**config.mk**
```make
export PLATFORM = sky130hd
export DESIGN_NAME = i2c_slave_controller
export DESIGN_NICKNAME = d
export VERILOG_FILES = /design/src/rtl/i2c_pkg.sv /design/src/rtl/i2c_slave_controller.sv
export SDC_FILE = /design/constraint.sdc
export NUM_CORES = 1
export LEC_CHECK = 0
export CAP_MARGIN = 20
export CELL_PAD_IN_SITES_DETAIL_PLACEMENT = 0
export CELL_PAD_IN_SITES_GLOBAL_PLACEMENT = 1
export CORE_AREA = 2 2 45 47
export CTS_CLUSTER_SIZE = 25
export DETAILED_ROUTE_END_ITERATION = 6
export DIE_AREA = 0 0 47 49
export DONT_BUFFER_PORTS = 1
export PLACE_DENSITY_LB_ADDON = 0.15
export SYNTH_ARGS = -nofsm -noshare
export SYNTH_HDL_FRONTEND = slang
export SYNTH_SLANG_ARGS = --single-unit
```
**constraint.sdc**
```tcl
create_clock -name clk -period 1.3 [get_ports clk]
set_input_delay 0.26 -clock clk [delete_from_list [all_inputs] [get_ports clk]]
set_output_delay 0.26 -clock clk [all_outputs]
set_load 0.02 [all_outputs]
```
**src/rtl/i2c_pkg.sv**
```systemverilog
// ============================================================================
// Module      : i2c_pkg
// Description : Shared state encoding and SDA driver modes for the I2C slave.
// Revision    : 1.0 - initial release
// ============================================================================
`default_nettype none

package i2c_pkg;

    typedef enum logic [3:0] {
        IDLE          = 4'd0,
        WAIT_FOR_BYTE = 4'd1,
        PREP_ACK      = 4'd2,
        ACK_TX        = 4'd3,
        LOAD_BYTE     = 4'd4,
        SEND_BYTE     = 4'd5,
        MAKE_BUS_IDLE = 4'd6,
        MASTER_ACK    = 4'd7,
        RX_WAIT       = 4'd8,
        ACK_RX        = 4'd9,
        RX_BYTE       = 4'd10,
        RX_ACK_PREP   = 4'd11,
        RX_REG_LOAD   = 4'd12,
        RX_KEY_SIGNAL = 4'd13
    } state_t;

    localparam logic [1:0] SDA_IDLE = 2'b00;
    localparam logic [1:0] SDA_ACK  = 2'b01;
    localparam logic [1:0] SDA_NACK = 2'b10;
    localparam logic [1:0] SDA_TX   = 2'b11;

endpackage

`default_nettype wire

```
**src/rtl/i2c_slave_controller.sv**
```systemverilog
// ============================================================================
// Module      : i2c_slave_controller
// Description : Moore FSM sequencing address, key receive and FIFO transmit.
// Revision    : 1.0 - initial release
// ============================================================================
`default_nettype none

module i2c_slave_controller
    import i2c_pkg::*;
(
    input  logic       clk,
    input  logic       n_rst,
    input  logic       stop_found,
    input  logic       start_found,
    input  logic       byte_received,
    input  logic       ack_prep,
    input  logic       check_ack,
    input  logic       ack_done,
    input  logic       rw_mode,
    input  logic       address_match,
    input  logic       key_received,
    input  logic       sda_in,
    input  logic       fifo_empty,
    output logic       rx_enable,
    output logic       tx_enable,
    output logic       read_enable,
    output logic [1:0] sda_mode,
    output logic       load_data,
    output logic       reg_enable,
    output logic       start_byte_received,
    output logic       key_loaded
);

    state_t r_state;
    state_t w_next_state;
    logic   r_key_flag;
    logic   w_key_loaded;

    assign w_key_loaded = (r_state == RX_KEY_SIGNAL) || r_key_flag;

    // key_flag latches as RX_KEY_SIGNAL is left; that state never holds
    always_ff @(posedge clk or negedge n_rst) begin
        if (!n_rst) begin
            r_state    <= IDLE;
            r_key_flag <= 1'b0;
        end else begin
            r_state <= w_next_state;
            if (r_state == RX_KEY_SIGNAL) begin
                r_key_flag <= 1'b1;
            end
        end
    end

    always_comb begin
        w_next_state = r_state;
        case (r_state)
            IDLE:          if (start_found) w_next_state = WAIT_FOR_BYTE;
            WAIT_FOR_BYTE: if (byte_received) w_next_state = PREP_ACK;
            PREP_ACK: begin
                if (ack_prep) begin
                    if (!rw_mode && address_match && !w_key_loaded)
                        w_next_state = ACK_RX;
                    else if (rw_mode && address_match && w_key_loaded && !fifo_empty)
                        w_next_state = ACK_TX;
                    else
                        w_next_state = IDLE;
                end
            end
            ACK_RX:        if (ack_done) w_next_state = RX_BYTE;
            RX_BYTE:       if (byte_received) w_next_state = RX_ACK_PREP;
            RX_ACK_PREP: begin
                if (key_received)  w_next_state = RX_REG_LOAD;
                else if (ack_prep) w_next_state = ACK_RX;
            end
            RX_REG_LOAD:   w_next_state = RX_KEY_SIGNAL;
            RX_KEY_SIGNAL: w_next_state = IDLE;
            ACK_TX:        if (ack_done) w_next_state = LOAD_BYTE;
            LOAD_BYTE:     w_next_state = SEND_BYTE;
            SEND_BYTE:     if (ack_prep) w_next_state = MAKE_BUS_IDLE;
            MAKE_BUS_IDLE: if (check_ack) w_next_state = MASTER_ACK;
            MASTER_ACK: begin
                if (stop_found)   w_next_state = IDLE;
                else if (!sda_in) w_next_state = RX_WAIT;
            end
            RX_WAIT:       if (ack_done) w_next_state = LOAD_BYTE;
            default:       w_next_state = IDLE;
        endcase

        // Bus-level STOP / repeated START override any in-progress transfer
        if (r_state != IDLE) begin
            if (stop_found)       w_next_state = IDLE;
            else if (start_found) w_next_state = WAIT_FOR_BYTE;
        end
    end

    always_comb begin
        rx_enable           = 1'b0;
        tx_enable           = 1'b0;
        read_enable         = 1'b0;
        sda_mode            = SDA_IDLE;
        load_data           = 1'b0;
        reg_enable          = 1'b0;
        start_byte_received = 1'b0;
        key_loaded          = w_key_loaded;
        case (r_state)
            WAIT_FOR_BYTE, RX_BYTE: rx_enable = 1'b1;
            PREP_ACK:               start_byte_received = 1'b1;
            ACK_TX, ACK_RX:         sda_mode = SDA_ACK;
            LOAD_BYTE: begin
                read_enable = 1'b1;
                load_data   = 1'b1;
            end
            SEND_BYTE: begin
                tx_enable = 1'b1;
                sda_mode  = SDA_TX;
            end
            RX_REG_LOAD:            reg_enable = 1'b1;
            default: ;
        endcase
    end

endmodule

`default_nettype wire

```
# Word-level counts from Yosys, hierarchy flattened
# Cells that the tools add are included.
[classes] n_eq_ne=13 n_mux=24 n_reduce_logical=14
[ops] op="2-to-1 mux 4 bit" count=16
[ops] op="case mux 4 bit (12 select lines)" count=1
[ops] op="== test 4 bit (second input constant)" count=6
[ops] op="== test 4 x 3 -> 1 bit (second input constant)" count=4
[ops] op="== test 4 x 2 -> 1 bit (second input constant)" count=2
[ops] op="OR reduction 2 bit" count=3
[ops] op="logical AND 1 bit" count=5
[ops] op="2-to-1 mux 1 bit" count=5
[ops] op="== test 4 x 1 -> 1 bit (second input constant)" count=1
[ops] op="logical NOT 4 bit" count=1
[ops] op="case mux 2 bit (2 select lines)" count=1
[ops] op="nonzero test 4 bit" count=1
[ops] op="logical NOT 1 bit" count=3
[ops] op="2-to-1 mux 2 bit" count=1
[ops] op="logical OR 1 bit" count=1
[totals] ff_bits=5 output_inout_bits=9 wordCells=53

# Depth between registers and ports, before layout
[logic_depth] ltp_word=11 mapped_depth=6 ltp_nobuf=4

# Worst setup path before layout
# OpenSTA, ideal clock, no wires.
[synth_path] path_type="flip-flop to output port" from="register r_state[0]" to="output read_enable" t_arrival_ps=1457 t_required_ps=1040 path_slack_ps=-417 path_stages_with_launch=5 path_buffers=3 path_cell_list="dfrtp_1 buf_6 buf_2 nor3_1 buf_4"
[synth_between] elab_chain_cells=2
[synth_rtl] item="start: declaration" line="i2c_slave_controller.sv:34" rtl="state_t r_state;"
[synth_rtl] item="start signal: assignment" line="i2c_slave_controller.sv:47" rtl="r_state <= w_next_state;"
[synth_rtl] item="== test 4 x 3 -> 1 bit"
[synth_rtl] item="2-to-1 mux 1 bit"
[synth_rtl] item="end: declaration" line="i2c_slave_controller.sv:26" rtl="output logic read_enable,"
# No other way between the ends.

# Worst setup path in the final report
[layout_path] from="register r_state[0]" to="output reg_enable"
[layout_between] elab_chain_cells=2
[layout_rtl] item="== test 4 bit" line="i2c_slave_controller.sv:105" rtl="case (r_state)"
[layout_rtl] item="2-to-1 mux 1 bit" line="i2c_slave_controller.sv:105"
[layout_rtl] item="end: declaration" line="i2c_slave_controller.sv:29" rtl="output logic reg_enable,"
# No other way between the ends.

==> results.py <==
metrics = {
    "critical_path": {
        "critPathSlowestCell": "dfrtp_2",
        "cp_slowest_stage_delay_ns": 0.44,
        "cp_max_fo": 4,
        "end_kind": "output pin",
        "critPathRequiredTime_ns": 1.04,
        "path_delay_family": "simple AND/OR/NAND/NOR gates",
        "path_cells": "or3b_4 -> buf_6 -> nor2_4",
        "cp-start-kind": "flip-flop",
        "criticalPathCategory": "reg -> out",
        "cp.arrival_ns": 1.36,
        "path_buf_inv": 1,
    },
    "drt": {
        "wirelength_mm": 2.26,
        "drtPass1Iterations": 4,
        "dr_total_vias": 803,
        "avgViaCountPerCell": 5.54,
        "ant_nets": 0,
        "drtIter0Drc": 10,
        "drc": 0,
        "wl_per_cell_microns": 15.6,
    },
    "global_routing": {
        "grt_first_pass_wirelength_mm": 3.67,
        "antenna_found_initial": 0,
        "overflow": 0,
        "grt_pass1_vias": 819,
        "grt_usage": 0.221,
        "grt_start_max_net_pins": 11,
    },
    "floorplan": {
        "die-width_microns": 47,
        "fp-row-count": 16,
        "die_area_sq_um": 2300,
        "die_y_microns": 49,
        "fp.coreArea_sq_um": 1840,
        "boundaryPins": 22,
        "initial_core_util": 0.351,
    },
    "timing": {
        "fin_crit_ns": 1.62,
        "rsz0062_at_grt": "true",
        "period_share": 1.24,
        "layout_setup_ws_ns": -0.318,
        "relSlewSlack": 0.735,
        "slew_viol_final": 0,
        "tightest_slew_ns": 0.392,
        "hold_viol_final": 0,
        "clock_skew_ns": 0.00527,
        "max_freq_mhz": 618,
        "final-setup-viol-count": 13,
    },
    "power": {
        "p_seq_frac": 0.125,
        "clkPwrFrac": 0.089,
        "vdd_drop_max_mv": 1.14,
        "p_leak_nw": 0.413,
        "p_int_w": 0.00112,
        "swShare": 0.453,
        "net-switching-power_w": 0.000928,
        "pwr-share-comb": 0.786,
        "power.density_nw_per_um2": 1770,
    },
    "synth": {
        "ys_ff_latch": 5,
        "synth_warnings": 0,
        "syn_area_per_cell_sq_um": 7.60,
        "synthCells": 85,
        "ys.flop_type": "dfrtp_1",
        "syn_area_sq_um": 646,
        "synth_nets": 98,
        "synth-edff-count": 0,
        "synthArstFlopShare": 1.00,
        "ys_seq_area_frac": 0.194,
        "synth_cell_types": 37,
    },
    "run_status": {
        "violations": "setup timing",
        "outcome": "complete, but fails checks",
    },
    "clock_tree": {
        "cts_sinks": 5,
        "clock_tree.root_cell": "clkbuf_4",
        "h-tree-depth": 1,
        "clkTransAtPathRegs_ns": 0.05,
        "cts_tree": "built",
        "worstSkewPairLatency_ns": 0.25,
        "cts_buffer_depth": 2,
        "cts_buffers": 3,
    },
    "cells_and_area": {
        "n_antenna_cell": 0,
        "fillers": 168,
        "syn_to_final_growth_pct": 79.8,
        "final_cell_mix": "buf_4, buf_6",
        "stdcell_area_sq_um": 1160,
        "fin_cells": 145,
        "final_common_cell": "buf_4",
        "multi_input_area_sq_um": 622,
        "drive_gt1_frac": 0.602,
        "regArea_sq_um": 129,
        "layout.nets": 132,
    },
    "placement": {
        "routabilityCongestion": 0.873,
        "placed_area_sq_um": 870,
        "port_buffers": 0,
        "dp_cells": 127,
        "dpl.hpwl_mm": 1.47,
    },
    "min_path": {
        "hold_class": "in -> reg",
    },
    "job": {
        "cap_violations": 0,
    },
}
==> final timing paths <==
| check | to | from | slack (ns) | cells past startpoint |
|---|---|---|---|---|
| hold reg to reg | r_key_flag$_DFFE_PN0P_ | r_key_flag$_DFFE_PN0P_ | 0.51 | 1 |
| hold / removal | r_state[3]$_DFF_PN0_ | rw_mode | 0.20 | 2 |
| min in group asynchronous | r_key_flag$_DFFE_PN0P_ | n_rst | 0.30 | 1 |
| max in group asynchronous | r_state[3]$_DFF_PN0_ | n_rst | 0.79 | 1 |
| setup / recovery | reg_enable | r_state[0]$_DFF_PN0_ | -0.32 | 3 |
| setup reg to reg | r_state[1]$_DFF_PN0_ | r_state[0]$_DFF_PN0_ | -0.31 | 5 |
==> flip-flops by register name, indices dropped and copies added (netlist names) <==
name and count:
r_key_flag 1, r_state 4
==> metal layers <==
metal | wire [microns] | GRT usage | up-vias | part of all wire
met2 | 1110 | 0.329 | 38 | 0.49
met5 | 0 | 0 | - | 0
met4 | 58 | 0.0833 | 0 | 0.026
met3 | 177 | 0.0815 | 6 | 0.078
li1 | - | - | 383 | -
met1 | 920 | 0.285 | 376 | 0.41
==> logic make-up after synthesis <==
logic type             count (synthesis)  synth area share
XOR/XNOR                               2            0.0271
AO/OA/AOI/OAI                         29             0.304
buffers and inverters                 13             0.112
flip-flops                             5             0.194
multiplexers                           3            0.0484
AND/OR/NAND/NOR                       33             0.314
==> final cells by class <==
cell class	instances	share of cell area
inverters	4	0.0151
flip-flops and latches	5	0.111
multi-input cells	67	0.536
clock buffers	4	0.0226
well taps	27	0.0291
repair buffers	38	0.287
==> per-stage QoR <==
stage / total power, W / worst slack, ns / hold slack, ns / TNS (ns) / util
floorplan: 0.00104 / -0.306 / -0.0356 / -0.997 / -
global placement: 0.00138 / -0.300 / -0.0355 / -2.23 / 0.472
detailed placement: 0.00138 / -0.311 / -0.0355 / -2.34 / 0.472
CTS: 0.00190 / -0.322 / 0.198 / -3.25 / 0.594
global route: 0.00217 / -0.363 / 0.184 / -4.07 / 0.630
finish: 0.00205 / -0.318 / 0.200 / -3.39 / 0.630
==> power groups by stage <==
stage | logic [W] | clock network, W | registers, W
6_report | 0.00161 | 0.000183 | 0.000256
4_1_cts | 0.00146 | 0.000188 | 0.000249
2_1_floorplan | 0.000817 | 0 | 0.000225
5_1_grt | 0.00171 | 0.000206 | 0.000257
3_3_place_gp | 0.00110 | 0 | 0.000284
3_5_place_dp | 0.00109 | 0 | 0.000289
==> Yosys cell counts (all sizes together) (3+ instances only) <==
| library cell | count | area (sq um) |
|---|---|---|
| buf | 8 | 53.8 |
| nor2 | 7 | 26.3 |
| o21ai | 7 | 35.0 |
| a21oi | 6 | 30.0 |
| dfrtp | 5 | 125 |
| a211oi | 4 | 40.0 |
| inv | 4 | 15.0 |
| nand2 | 4 | 15.0 |
| nand2b | 4 | 25.0 |
| nand3b | 4 | 30.0 |
| nand3 | 3 | 15.0 |
| nor4b | 3 | 41.3 |
==> worst register-to-register path, stage by stage, from the launching register on <==
cell and delay (ns):
dfrtp_2 0.44, or3b_4 0.41, buf_4 0.15, a211oi_4 0.24, nor2_1 0.08, a211oi_2 0.19
==> what timing repair did <==
action,CTS,global route
gates cloned,0,0
endpoints found under the hold margin,5,0
hold buffers,1,0
resized for setup,26,11
pin swaps,12,13
setup endpoints to repair,13,13
buffers inserted,12,1
(Power assumes the default switching activity.)
